$ cat src/rtl/ikaopll_bus_writer.sv
// Host-side write initiator for the IKAOPLL core: queues (addr,data) register writes
// and plays each one out as a YM2413 address cycle plus data cycle with post-write waits.
module ikaopll_bus_writer #(
  parameter int STROBE_LEN = 2,
  parameter int ADDR_WAIT  = 12,
  parameter int DATA_WAIT  = 84,
  parameter int FIFO_DEPTH = 4
) (
  input  logic                        i_EMUCLK,
  input  logic                        i_RST_n,
  input  logic                        i_phiM_PCEN_n,
  input  logic                        i_REQ_VALID,
  output logic                        o_REQ_READY,
  input  logic [7:0]                  i_REQ_ADDR,
  input  logic [7:0]                  i_REQ_DATA,
  output logic                        o_CS_n,
  output logic                        o_WR_n,
  output logic                        o_A0,
  output logic [7:0]                  o_D,
  output logic                        o_BUSY,
  output logic [$clog2(FIFO_DEPTH):0] o_FIFO_LVL
);
  localparam int          PW        = $clog2(FIFO_DEPTH);
  localparam logic [PW:0] FULL_LVL  = (PW+1)'(FIFO_DEPTH);
  localparam logic [3:0]  STRB_LOAD = 4'(STROBE_LEN - 1);
  localparam logic [7:0]  AW_LOAD   = 8'(ADDR_WAIT - 1);
  localparam logic [7:0]  DW_LOAD   = 8'(DATA_WAIT - 1);

  typedef enum logic [3:0] {
    IDLE, A_SETUP, A_STRB, A_HOLD, A_WAIT, D_SETUP, D_STRB, D_HOLD, D_WAIT
  } state_t;

  state_t        state;
  logic [7:0]    fifo_addr [FIFO_DEPTH];
  logic [7:0]    fifo_data [FIFO_DEPTH];
  logic [PW-1:0] wr_ptr, rd_ptr;
  logic [PW:0]   lvl, lvl_next;
  logic [3:0]    strb_cnt;
  logic [7:0]    wait_cnt;
  logic [7:0]    data_q;
  logic          tick, push, pop;
  logic [7:0]    head_addr, head_data;

  // Handshake: a request transfers on any i_EMUCLK edge where i_REQ_VALID and
  // o_REQ_READY are both 1; ADDR/DATA must be stable then, READY never depends on VALID.
  always_comb begin
    tick      = !i_phiM_PCEN_n;
    push      = i_REQ_VALID && o_REQ_READY;
    pop       = tick && (lvl != '0) &&
                ((state == IDLE) ||
                 (((state == D_HOLD) || (state == D_WAIT)) && (wait_cnt == 8'd0)));
    head_addr = fifo_addr[rd_ptr];
    head_data = fifo_data[rd_ptr];
    lvl_next  = lvl;
    case ({push, pop})
      2'b10:   lvl_next = lvl + 1'b1;
      2'b01:   lvl_next = lvl - 1'b1;
      default: lvl_next = lvl;
    endcase
  end

  assign o_BUSY     = (state != IDLE) || (lvl != '0);
  assign o_FIFO_LVL = lvl;

  always_ff @(posedge i_EMUCLK) begin
    if (!i_RST_n) begin
      wr_ptr      <= '0;
      rd_ptr      <= '0;
      lvl         <= '0;
      o_REQ_READY <= 1'b0;
    end else begin
      if (push) begin
        fifo_addr[wr_ptr] <= i_REQ_ADDR;
        fifo_data[wr_ptr] <= i_REQ_DATA;
        wr_ptr            <= wr_ptr + 1'b1;
      end
      if (pop) rd_ptr <= rd_ptr + 1'b1;
      lvl         <= lvl_next;
      o_REQ_READY <= (lvl_next != FULL_LVL);
    end
  end

  // Outputs are assigned on the transition into each state, so they are registered.
  always_ff @(posedge i_EMUCLK) begin
    if (!i_RST_n) begin
      state    <= IDLE;
      o_CS_n   <= 1'b1;
      o_WR_n   <= 1'b1;
      o_A0     <= 1'b0;
      o_D      <= 8'h00;
      strb_cnt <= 4'd0;
      wait_cnt <= 8'd0;
      data_q   <= 8'h00;
    end else if (tick) begin
      case (state)
        IDLE: begin
          if (pop) begin
            data_q <= head_data;
            o_D    <= head_addr;
            o_A0   <= 1'b0;
            o_CS_n <= 1'b0;
            state  <= A_SETUP;
          end
        end
        A_SETUP: begin
          o_WR_n   <= 1'b0;
          strb_cnt <= STRB_LOAD;
          state    <= A_STRB;
        end
        A_STRB: begin
          if (strb_cnt == 4'd0) begin
            o_WR_n   <= 1'b1;
            wait_cnt <= AW_LOAD;
            state    <= A_HOLD;
          end else begin
            strb_cnt <= strb_cnt - 1'b1;
          end
        end
        A_HOLD, A_WAIT: begin
          if (wait_cnt == 8'd0) begin
            o_CS_n <= 1'b0;
            o_A0   <= 1'b1;
            o_D    <= data_q;
            state  <= D_SETUP;
          end else begin
            o_CS_n   <= 1'b1;
            wait_cnt <= wait_cnt - 1'b1;
            state    <= A_WAIT;
          end
        end
        D_SETUP: begin
          o_WR_n   <= 1'b0;
          strb_cnt <= STRB_LOAD;
          state    <= D_STRB;
        end
        D_STRB: begin
          if (strb_cnt == 4'd0) begin
            o_WR_n   <= 1'b1;
            wait_cnt <= DW_LOAD;
            state    <= D_HOLD;
          end else begin
            strb_cnt <= strb_cnt - 1'b1;
          end
        end
        D_HOLD, D_WAIT: begin
          if (wait_cnt != 8'd0) begin
            o_CS_n   <= 1'b1;
            wait_cnt <= wait_cnt - 1'b1;
            state    <= D_WAIT;
          end else if (pop) begin
            // Next request chains straight into its address cycle.
            data_q <= head_data;
            o_D    <= head_addr;
            o_A0   <= 1'b0;
            o_CS_n <= 1'b0;
            state  <= A_SETUP;
          end else begin
            o_CS_n <= 1'b1;
            state  <= IDLE;
          end
        end
        default: begin
          o_CS_n <= 1'b1;
          o_WR_n <= 1'b1;
          state  <= IDLE;
        end
      endcase
    end
  end
endmodule
$ cat config.mk
export PLATFORM = sky130hd
export DESIGN_NAME = ikaopll_bus_writer
export DESIGN_NICKNAME = d
export VERILOG_FILES = /design/src/rtl/ikaopll_bus_writer.sv
export SDC_FILE = /design/constraint.sdc
export NUM_CORES = 1
export LEC_CHECK = 0
export CAP_MARGIN = 10
export CORE_UTILIZATION = 60
export DETAILED_ROUTE_END_ITERATION = 12
export GPL_ROUTABILITY_DRIVEN = 0
export PLACE_DENSITY_LB_ADDON = 0.3
export SLEW_MARGIN = 20
export SYNTH_ARGS = -nofsm -noshare
export SYNTH_HDL_FRONTEND = slang
export SYNTH_SLANG_ARGS = --single-unit
$ cat constraint.sdc
create_clock -name i_EMUCLK -period 4.22 [get_ports i_EMUCLK]
set_input_delay 0.844 -clock i_EMUCLK [delete_from_list [all_inputs] [get_ports i_EMUCLK]]
set_output_delay 0.844 -clock i_EMUCLK [all_outputs]
set_load 0.01 [all_outputs]
### Yosys cells after proc, flatten, opt, wreduce, memory -nomap -nowiden

Memories as Yosys holds them, arrays and structs flattened. A register that Yosys moved wholly into a read port is not among the register bits.
Cells that the tools add are included.

* bits in registers: 43
* bits in writable memories: 64
* input port bits: 20
* output and inout port bits: 16
* memories kept: 2

Memory list
* fifo_addr: depth 4, bits a word 8, read ports 1, clocked after Yosys merged registers in 1, write ports 1, RTL line 34 `logic [7:0] fifo_addr [FIFO_DEPTH];`
* fifo_data: depth 4, bits a word 8, read ports 1, clocked after Yosys merged registers in 1, write ports 1, RTL line 35 `logic [7:0] fifo_data [FIFO_DEPTH];`

* add/sub/neg operators: 6
* equality and inequality tests: 20
* multiplexer cells: 40
* bitwise logic cells: 3
* reduce and logical (&&, ||, !) cells: 31

Operators by type and width (number)
* $mux 8: 9
* $pmux 8 s4: 1
* $pmux 4 s7: 1
* $pmux 8 s3: 1
* $mux 4: 5
* $eq 4x3->1 const B: 4
* $ne 2x2->1 const B: 8
* $pmux 8 s2: 1
* $mux 1: 13
* $reduce_and 3->1: 4
* $eq 4x2->1 const B: 2
* $logic_not 4->1: 2
* $logic_not 8->1: 1
* $mux 2: 4
* $pmux 4 s2: 1
* $reduce_and 4->1: 2
* $reduce_bool 4->1: 2
* $reduce_bool 8->1: 1
* $reduce_or 2->1: 4
* $sub 8x1->8 const B: 1
* $pmux 1 s3: 2
* $pmux 3 s2: 1
* $reduce_and 6->1: 1
* $reduce_bool 3->1: 2
* other kinds (18): 27

### Depth between registers and ports, before layout

Gate-level depths: netlist (run 1).

* depth in word-level cells: 8
* gate-level depth with buffers: 15
* mapped depth without buffers: 14

### Worst setup path before layout (run 1)

No wires, ideal clock.

* path type: register to register
* start point: register state[0]
* end point: register o_REQ_READY
* library setup time: 0.128 ns
* arrival time: 2.777 ns
* slack: 1.316 ns
* stages on the path, launching flop included: 15
* buffers on the path: 2
* period minus slack after synthesis: 2.904 ns
* path through: dfxtp_1 -> or4b_1 -> buf_2 -> a211oi_4 -> o21ai_1 -> buf_2 -> inv_1 -> ha_1 -> inv_1 -> fa_1 -> xor2_1 -> nor2_1 -> xnor2_1 -> nor2_1 -> nor2_1

* longest elaborated chain between the ends: 8

RTL lines
* start: declaration: RTL line 33 `state_t state;`
* start signal: assignment: RTL line 86 `state <= IDLE;`
* start signal: assignment: RTL line 102 `state <= A_SETUP;`
* start signal: assignment: RTL line 108 `state <= A_STRB;`
* $eq 4x3->1 / $eq 4x4->1 (equally long branches): RTL line 51 `(((state == D_HOLD) || (state == D_WAIT)) && (wait_cnt == 8'd0)));`
* $logic_or 1x1->1: RTL line 51
* $logic_and 1x1->1: RTL line 51
* $logic_or 1x1->1 (*): RTL line 50 `((state == IDLE) ||`
* $logic_and 1x1->1 (*): RTL line 49 `pop = tick && (lvl != '0) &&`
* $eq 2x1->1 / $eq 2x2->1 (equally long branches): RTL line 55 `case ({push, pop})`
* $pmux 3 s2 (*): RTL line 55
* $ne 3x3->1 (*): RTL line 79 `o_REQ_READY <= (lvl_next != FULL_LVL);`
* end signal: assignment: RTL line 79
* end: declaration: RTL line 13 `output logic o_REQ_READY,`

Every way passes the cells marked *; elsewhere a longest branch is shown, timed or not.
A chain may end at the register's enable or synchronous reset.

### Worst setup path in the final report (run 1)

* start point: register state[3]
* end point: register o_REQ_READY

The elaborated chain is that of the path after synthesis.

==> results.yml, run 1 <==
pwr:
  power_density_mw_per_mm2: 558
  peakVddDrop_uv: 243
  cellLeakagePower_nw: 1.81
layout:
  diodes: 0
  nFillCells: 508
  syn2layout_area_growth_pct: 13.3
  nNetsFinal: 429
  drive_above_1_share: 0.111
yosys:
  syn-instance-count: 370
  synth_top_cell_by_area: "edfxtp_1"
  synthDistinctLibCells: 50
  synth.most_common_cell: "edfxtp_1"
  async_flop_share: 0
  yosysWarningCount: 0
  synth-main-ff-cell: "edfxtp_1"
  synth_area_mm2: 0.00468
  synth.top_cell.area_share: 0.411
  ys_seq_elements: 109
  synth_edf_count: 64
  synth.net_count: 399
  synth_commonest_cells: "edfxtp_1 (64), dfxtp_1 (45), nor2_1 (41)"
  yosysSeqAreaShare: 0.603
  synth_area_per_cell_um2: 12.6
  synth_area_leaders: "edfxtp_1 (41%), dfxtp_1 (19%), mux4_2 (7.7%)"
clocking:
  cts_setup_buffers: 0
  clockRootBuffer: "clkbuf_8"
  clkSinkCount: 109
  insertion_delay_ns: 0.37
  cts_tree: "yes"
  hold_buffers: 0
  cts-buffers-inserted: 9
  clk_path_buf_depth: 2
  htreeDepth: 3
  cts_resized: 0
  cts.clk_slew.worst_paths_ns: 0.10
worst_setup_path:
  crit_start: "state[3]$_SDFFE_PN0P_"
  cp_slowest_cell: "dfxtp_1"
  reg2reg_slack_ns: 0.79
  cp_common_cell: "nor2_1"
  crit_chain: "or4b_1, a211oi_4, o21ai_1, buf_4, inv_1, ha_1, inv_1, fa_1, xor2_1, nor2_1, xnor2_1, nor2_1, nor2_1"
  critPathMaxStageDelay_ns: 0.73
  end_kind: "flop"
  cp_num_cells: 13
  cp.arrival_ns: 3.73
  ff2ff_path_depth: 13
  worstPathRequired_ns: 4.52
  cp_num_buf_inv: 3
  critPathMaxFanout: 21
  r2r-end: "o_REQ_READY$_SDFF_PN0_"
  crit_end: "o_REQ_READY$_SDFF_PN0_"
  crit_family: "simple AND/OR/NAND/NOR gates"
  r2r_start: "state[3]$_SDFFE_PN0P_"
  crit_path_start_kind: "flop"
  worstSetupPathType: "reg2reg"
timing:
  slew_violations: 0
  setup_slack_ns: 0.794
  rsz0062_at_grt: "no"
  relSlewSlack: 0.383
  fin_worst_skew_ns: 0.0115
  setup_tns_ns: 0
  hold_viol: 0
  period_share: 0.812
  worst_slew_pin_slew_ns: 0.926
  finalSetupViolCount: 0
  finalCriticalPeriod_ns: 3.43
  clock.fmax_mhz: 292
global_routing:
  grt_max_degree: 34
  antenna_found_initial: 0
  busiest_layer: "met2"
  grt_use_met2: 0.375
  grt_usage: 0.223
  grt_pass1_wl_mm: 14.0
  grt_pass1_vias: 2865
  met1_usage: 0.290
  grtUsageMet3: 0.0488
  grt-ovfl-total: 0
placed_design:
  dp_slack_ns: 0.841
  port_buffers: 35
  detailed_place_hpwl_mm: 5.71
routing:
  routed_wl_mm: 8.65
  dr.first_iter.drc_count: 160
  firstDrtPassIters: 4
  drt-vias-per-instance: 5.95
  drc: 0
  routedWlPerCell_um: 17.2
  route.vias.total: 3001
  ant_nets: 0
die:
  num_rows: 31
  core_mm2: 0.00741
  start_util: 0.631
  fp.dieArea_mm2: 0.00815
  io_pins: 36
  dieHeight_um: 90.3
  die_width_um: 90.3
run:
  cap_viol_max_count: 0
min_path:
  hp-class: "reg2reg"
run_status:
  status: "completed"
[flip-flops by register name (all words and copies together) (netlist names), named ones only]
register / cells
fifo_addr: 32
o_CS_n: 1
fifo_data: 32
rd_ptr: 2
o_REQ_READY: 1
o_WR_n: 1
o_A0: 1
o_D: 8
state: 4
strb_cnt: 4
wait_cnt: 8
data_q: 8
wr_ptr: 2
o_FIFO_LVL: 3
[through the flow]
stage / hold slack [ns] / area, µm² / power [mW] / util / cells
floorplan: 0.456 / 4680 / 2.07 / - / 370
global placement: 0.442 / 5110 / 2.34 / 0.690 / 488
finish: 0.465 / 5300 / 2.96 / 0.716 / 504
global route: 0.516 / 5300 / 3.14 / 0.716 / 504
detailed placement: 0.455 / 5110 / 2.36 / 0.690 / 488
CTS: 0.473 / 5300 / 2.97 / 0.716 / 504
[cell usage in the layout (no fill, tap or decap), types with 2 or more instances in the layout]
master / Yosys / routed
dfxtp_1: 45 / 44
nand3_1: 5 / 5
mux2i_1: 19 / 19
o21ai_1: 2 / 2
xor2_1: 2 / 2
nor2_1: 41 / 41
o31ai_1: 5 / 4
ha_1: 8 / 8
or3_1: 3 / 3
nand2_1: 12 / 12
clkdlybuf4s50_1: 0 / 35
clkbuf_8: 0 / 9
nor3_1: 10 / 10
or4_1: 3 / 3
nor4_1: 3 / 3
and2_1: 6 / 6
inv_8: 0 / 4
a21oi_1: 28 / 28
nor3b_1: 2 / 2
or4b_1: 2 / 2
a21o_1: 2 / 2
a211oi_1: 10 / 10
nand4_1: 2 / 2
inv_1: 16 / 16
or3b_2: 2 / 2
mux4_2: 16 / 16
buf_4: 0 / 5
a221oi_1: 2 / 2
o21ai_0: 10 / 10
o211ai_1: 3 / 3
a31oi_1: 3 / 3
edfxtp_1: 64 / 64
xnor2_1: 5 / 5
[tightest hold or removal path, stage by stage, from the launching register on]
cell and delay [ns]:
dfxtp_1 0.32, nand2_1 0.05, o21ai_0 0.06
[how the worst min path moves through the flow]
stage                              from                  endpoint  slack, ns  cells past startpoint
2_1_floorplan  wait_cnt[4]$_SDFFE_PN0P_  wait_cnt[4]$_SDFFE_PN0P_       0.46                      2
3_3_place_gp        o_WR_n$_SDFFE_PN1P_       o_WR_n$_SDFFE_PN1P_       0.44                      2
3_5_place_dp        o_WR_n$_SDFFE_PN1P_       o_WR_n$_SDFFE_PN1P_       0.45                      2
4_1_cts               o_A0$_SDFFE_PN0P_         o_A0$_SDFFE_PN0P_       0.47                      2
5_1_grt               o_A0$_SDFFE_PN0P_         o_A0$_SDFFE_PN0P_       0.52                      2
6_report              o_A0$_SDFFE_PN0P_         o_A0$_SDFFE_PN0P_       0.47                      2
[kinds of logic (layout without fill, tap and decap cells)]
| family | after synthesis | after routing | share of synthesized area |
|---|---|---|---|
| buffers and inverters | 38 | 73 | 0.0321 |
| muxes | 35 | 35 | 0.118 |
| DFF | 109 | 109 | 0.603 |
| adders and majority gates | 9 | 9 | 0.0257 |
| and+or+nand+nor | 94 | 94 | 0.0979 |
| AOI/OAI and AO/OA | 78 | 78 | 0.110 |
| xor gates and xnor gates | 7 | 7 | 0.0131 |
[where the power goes]
| group | internal, mW | total (mW) | switching (mW) | leakage [nW] |
|---|---|---|---|---|
| Combinational | 0.472 | 0.950 | 0.477 | 0.764 |
| Clock | 0.234 | 0.609 | 0.376 | 0.101 |
| Sequential | 1.25 | 1.40 | 0.150 | 0.945 |
[final cells by class]
cell class              count  area (µm²)  area share
flip-flops and latches    109        2820       0.533
clock inverters             7        67.6      0.0127
repair buffers             40         388      0.0732
inverters                  17        63.8      0.0120
multi-input cells         223        1710       0.323
well taps                  99         124      0.0234
clock buffers               9         124      0.0234
[metal layers]
layer,part of all wire,routed length [µm],vias to the layer above
met5,0,0,-
met4,0.017,143,0
met3,0.049,420,14
met2,0.50,4340,87
met1,0.43,3740,1453
li1,-,-,1447
Note: power is estimated with default switching activity, not from simulation.
==> inputs of run 2 (changes only) <==
- CORE_UTILIZATION: 60 -> 58
- clock period: 4.22 -> 3.5 ns (I/O delays scaled with it)
==> run 2 against run 1 <==
Effect of this change:
- clock skew fell by 0.00051 ns
- critical endpoint unchanged
- via count grew 3.3%
- global-route usage is 0.67 points higher
- largest power group unchanged
- power grew 26%
==> results.yml, run 2 (synthesis gave the netlist of run 1 again) <==
timing:
  setup_tns_ns: 0
  period_share: 0.871
  finalCriticalPeriod_ns: 3.05
  relSlewSlack: 0.455
  slew_violations: 0
  finalSetupViolCount: 0
  hold_viol: 0
  rsz0062_at_grt: "no"
  fin_worst_skew_ns: 0.0110
  worst_slew_pin_slew_ns: 0.816
  clock.fmax_mhz: 328
worst_setup_path:
  r2r_start: "state[2]$_SDFFE_PN0P_"
  crit_end: "o_REQ_READY$_SDFF_PN0_"
  worstPathRequired_ns: 3.81
  ff2ff_path_depth: 12
  end_kind: "flop"
  r2r-end: "o_REQ_READY$_SDFF_PN0_"
  cp_common_cell: "nor2_1"
  cp.arrival_ns: 3.36
  cp_slowest_cell: "or4b_1"
  worstSetupPathType: "reg2reg"
  crit_start: "state[2]$_SDFFE_PN0P_"
  critPathMaxStageDelay_ns: 0.66
  crit_chain: "or4b_1, a211oi_4, o21ai_1, inv_1, ha_1, inv_1, fa_1, xor2_1, nor2_1, xnor2_1, nor2_1, nor2_1"
  reg2reg_slack_ns: 0.45
  critPathMaxFanout: 14
  crit_path_start_kind: "flop"
placed_design:
  detailed_place_hpwl_mm: 5.85
  post_dp_cell_area_mm2: 0.00518
  port_buffers: 35
die:
  io_pins: 36
  start_util: 0.602
  dieHeight_um: 91.8
  die_width_um: 91.8
  num_rows: 32
  core_mm2: 0.00777
  fp.dieArea_mm2: 0.00843
layout:
  layout_common_cells: "edfxtp_1 (64), dfxtp_1 (45), nor2_1 (41)"
  syn2layout_area_growth_pct: 15.8
  final_area_mm2: 0.00542
  layout_commonest_cell: "edfxtp_1"
  nNetsFinal: 438
  nFillCells: 547
  top_regs: "fifo_addr x32, fifo_data x32"
  drive_above_1_share: 0.128
  diodes: 0
clocking:
  cts_resized: 0
  cts-buffers-inserted: 9
  clk_path_buf_depth: 2
  cts_setup_buffers: 0
  insertion_delay_ns: 0.37
  clkSinkCount: 109
  cts.clk_slew.worst_paths_ns: 0.11
  htreeDepth: 3
  cts_tree: "yes"
  hold_buffers: 0
  clockRootBuffer: "clkbuf_8"
routing:
  drt-vias-per-instance: 6.01
  firstDrtPassIters: 5
  routed_wl_mm: 8.95
  routedWlPerCell_um: 17.4
  drc: 0
  route.vias.total: 3101
  ant_nets: 0
  dr.first_iter.drc_count: 158
pwr:
  power_density_mw_per_mm2: 687
  cellLeakagePower_nw: 1.87
  peakVddDrop_uv: 379
global_routing:
  grt_usage: 0.229
  grt_max_degree: 34
  grt-ovfl-total: 0
  antenna_found_initial: 0
  grt_pass1_vias: 3065
  grt_pass1_wl_mm: 14.7
run:
  cap_viol_max_count: 0
run_status:
  status: "completed"
min_path:
  hp-class: "reg2reg"
## run 2: how the worst min path moves through the flow
stage | end | startpoint | cells after the start | slack (ns)
2_1_floorplan | wait_cnt[4]$_SDFFE_PN0P_ | wait_cnt[4]$_SDFFE_PN0P_ | 2 | 0.46
3_3_place_gp | o_WR_n$_SDFFE_PN1P_ | o_WR_n$_SDFFE_PN1P_ | 2 | 0.45
3_5_place_dp | o_WR_n$_SDFFE_PN1P_ | o_WR_n$_SDFFE_PN1P_ | 2 | 0.46
4_1_cts | o_A0$_SDFFE_PN0P_ | o_A0$_SDFFE_PN0P_ | 2 | 0.47
5_1_grt | o_WR_n$_SDFFE_PN1P_ | o_WR_n$_SDFFE_PN1P_ | 2 | 0.52
6_report | o_A0$_SDFFE_PN0P_ | o_A0$_SDFFE_PN0P_ | 2 | 0.47
## run 2: worst max-delay path: cells and delay by family (launching register included)
kind | cells | cell delay (ns)
AOI/OAI and AO/OA | 2 | 0.60
and+or+nand+nor | 4 | 0.94
xor gates and xnor gates | 2 | 0.32
DFF | 1 | 0.45
buffers and inverters | 2 | 0.14
adders and majority gates | 2 | 0.54
## run 2: layout make-up
cell class	instances	area (µm²)	share of cell area
multi-input cells	223	1710	0.316
repair buffers	49	455	0.0841
clock inverters	7	113	0.0208
clock buffers	9	124	0.0229
well taps	102	128	0.0236
flip-flops and latches	109	2820	0.521
inverters	17	63.8	0.0118
## run 2: power by group
group	switching, mW	internal, mW
combinational	0.647	0.603
clock	0.479	0.364
sequential	0.126	1.50
total	1.25	2.47
## run 2: through the flow
stage / util / setup slack (ns) / instances / hold WS (ns) / power [mW]
after floorplan: - / 0.596 / 370 / 0.456 / 2.49
after global placement: 0.667 / 0.587 / 500 / 0.451 / 2.87
after detailed placement: 0.667 / 0.510 / 500 / 0.458 / 2.90
after CTS: 0.697 / 0.474 / 516 / 0.474 / 3.74
after global routing: 0.697 / 0.163 / 516 / 0.518 / 3.93
final: 0.697 / 0.450 / 516 / 0.468 / 3.72
## run 2: per-layer routing
| layer | share of wire | up-vias | GRT usage |
|---|---|---|---|
| met2 | 0.53 | 98 | 0.398 |
| li1 | - | 1476 | - |
| met5 | 0 | - | 0 |
| met4 | 0.023 | 0 | 0.0885 |
| met1 | 0.40 | 1506 | 0.279 |
| met3 | 0.047 | 21 | 0.0531 |
==> inputs of run 3 (changes only) <==
- CORE_UTILIZATION: 58 -> 60
- CTS_BUF_LIST: unset -> sky130_fd_sc_hd__clkbuf_8
==> run 3 against run 2 <==
Effect of this change:
- register-to-register slack worse by 0.07 ns
- global-route usage is 1.3 points higher
- clock power is 15% lower
- sequential cell count stayed put
- die area is 3.3% lower
- critical path depth stayed put
- power is 2.8% lower
- clock-buffer cell count stayed put
- combinational power hardly changed
- sequential power hardly changed
- sequential share of layout area is 0.54 points higher
- highest routed layer unchanged
==> results.yml, run 3 (synthesis gave the netlist of run 1 again) <==
worst_setup_path:
  crit_start: "state[2]$_SDFFE_PN0P_"
  r2r-end: "o_REQ_READY$_SDFF_PN0_"
  worstPathRequired_ns: 3.75
  critPathMaxFanout: 14
  crit_end: "o_REQ_READY$_SDFF_PN0_"
  worstSetupPathType: "reg2reg"
  cp_common_cell: "nor2_1"
  cp_slowest_cell: "or4b_1"
  cp.arrival_ns: 3.38
  crit_chain: "or4b_1, a211oi_4, o21ai_1, inv_1, ha_1, inv_1, fa_1, xor2_1, nor2_1, xnor2_1, nor2_1, nor2_1"
  critPathMaxStageDelay_ns: 0.67
  end_kind: "flop"
  reg2reg_slack_ns: 0.38
  r2r_start: "state[2]$_SDFFE_PN0P_"
  ff2ff_path_depth: 12
  crit_path_start_kind: "flop"
timing:
  finalCriticalPeriod_ns: 3.12
  worst_slew_pin_slew_ns: 0.798
  period_share: 0.892
  rsz0062_at_grt: "no"
  hold_viol: 0
  fin_worst_skew_ns: 0.0135
  slew_violations: 0
  finalSetupViolCount: 0
  relSlewSlack: 0.468
  clock.fmax_mhz: 320
  setup_tns_ns: 0
layout:
  syn2layout_area_growth_pct: 14.6
  layout_commonest_cell: "edfxtp_1"
  drive_above_1_share: 0.126
  nNetsFinal: 438
  layout_common_cells: "edfxtp_1 (64), dfxtp_1 (45), nor2_1 (41)"
  stdcell_count: 513
  nFillCells: 524
  diodes: 0
  top_regs: "fifo_addr x32, fifo_data x32"
clocking:
  insertion_delay_ns: 0.36
  cts-buffers-inserted: 9
  cts_setup_buffers: 0
  clk_path_buf_depth: 2
  cts_resized: 0
  hold_buffers: 0
  clkSinkCount: 109
  cts.clk_slew.worst_paths_ns: 0.11
  clockRootBuffer: "clkbuf_8"
  htreeDepth: 3
  cts_tree: "yes"
global_routing:
  grtUsageMet3: 0.0463
  grt_pass1_wl_mm: 15.3
  busiest_layer: "met2"
  met1_usage: 0.317
  grt_usage: 0.242
  antenna_found_initial: 0
  grt_use_met2: 0.402
  grt_pass1_vias: 3119
  grt_max_degree: 34
  grt-ovfl-total: 0
run_status:
  status: "completed"
placed_design:
  dp_cells: 497
  port_buffers: 35
  detailed_place_hpwl_mm: 6.00
die:
  io_pins: 36
  dieHeight_um: 90.3
  fp.dieArea_mm2: 0.00815
  die_width_um: 90.3
  core_mm2: 0.00741
  start_util: 0.631
  num_rows: 31
routing:
  ant_nets: 0
  firstDrtPassIters: 5
  routedWlPerCell_um: 17.5
  routed_wl_mm: 9.00
  route.vias.total: 3141
  dr.first_iter.drc_count: 214
  drt-vias-per-instance: 6.12
  drc: 0
pwr:
  cellLeakagePower_nw: 1.86
  peakVddDrop_uv: 341
  power_density_mw_per_mm2: 674
min_path:
  whs_path_depth: 2
  hp-class: "reg2reg"
run:
  cap_viol_max_count: 0
## run 3: cell types whose count changed in the layout (fill, tap and decap cells not counted)
| cell | before | now |
|---|---|---|
| inv_8 | 3 | 2 |
| clkinv_4 | 0 | 1 |
| clkinv_8 | 3 | 0 |
| inv_1 | 16 | 17 |
| inv_6 | 0 | 3 |
| bufinv_16 | 1 | 0 |
## run 3: worst min-delay path by stage
stage | start | endpoint
global route | o_WR_n$_SDFFE_PN1P_ | o_WR_n$_SDFFE_PN1P_
finish | o_A0$_SDFFE_PN0P_ | o_A0$_SDFFE_PN0P_
global placement | o_A0$_SDFFE_PN0P_ | o_A0$_SDFFE_PN0P_
detailed placement | o_A0$_SDFFE_PN0P_ | o_A0$_SDFFE_PN0P_
floorplan | wait_cnt[4]$_SDFFE_PN0P_ | wait_cnt[4]$_SDFFE_PN0P_
CTS | o_A0$_SDFFE_PN0P_ | o_A0$_SDFFE_PN0P_
## run 3: metrics by stage
stage | total power [mW] | hold WS, ns | utilization | instance area [µm²] | setup WS [ns]
after floorplan | 2.49 | 0.456 | - | 4680 | 0.596
after global placement | 2.87 | 0.442 | 0.699 | 5180 | 0.556
after detailed placement | 2.91 | 0.456 | 0.699 | 5180 | 0.410
after CTS | 3.63 | 0.473 | 0.724 | 5360 | 0.400
after global routing | 3.83 | 0.525 | 0.724 | 5360 | 0.163
final | 3.61 | 0.466 | 0.724 | 5360 | 0.377
## run 3: power breakdown
group / internal (mW) / total (mW) / switching (mW) / leakage [nW]
clock network: 0.276 / 0.720 / 0.444 / 0.0998
registers: 1.50 / 1.62 / 0.120 / 0.944
logic: 0.605 / 1.27 / 0.669 / 0.811
total: 2.38 / 3.61 / 1.23 / 1.86
## run 3: critical path, delay by kind of cell, from the launching register on
family | cells | cell delay, ns
and+or+nand+nor | 4 | 0.97
AOI/OAI and AO/OA | 2 | 0.61
adders and majority gates | 2 | 0.57
DFF | 1 | 0.45
xor gates and xnor gates | 2 | 0.25
buffers and inverters | 2 | 0.17
## run 3: layout make-up
cell class              instances  area (µm²)  share of cell area
inverters                      17        63.8              0.0119
well taps                      99         124              0.0231
clock inverters                 7        61.3              0.0114
repair buffers                 49         455              0.0849
multi-input cells             223        1710               0.319
clock buffers                   9         124              0.0231
flip-flops and latches        109        2820               0.526
## run 3: routing by layer
metal | up-vias | share of wire
met5 | - | 0
met4 | 0 | 0.021
met3 | 20 | 0.051
met2 | 110 | 0.50
met1 | 1543 | 0.43
li1 | 1468 | -
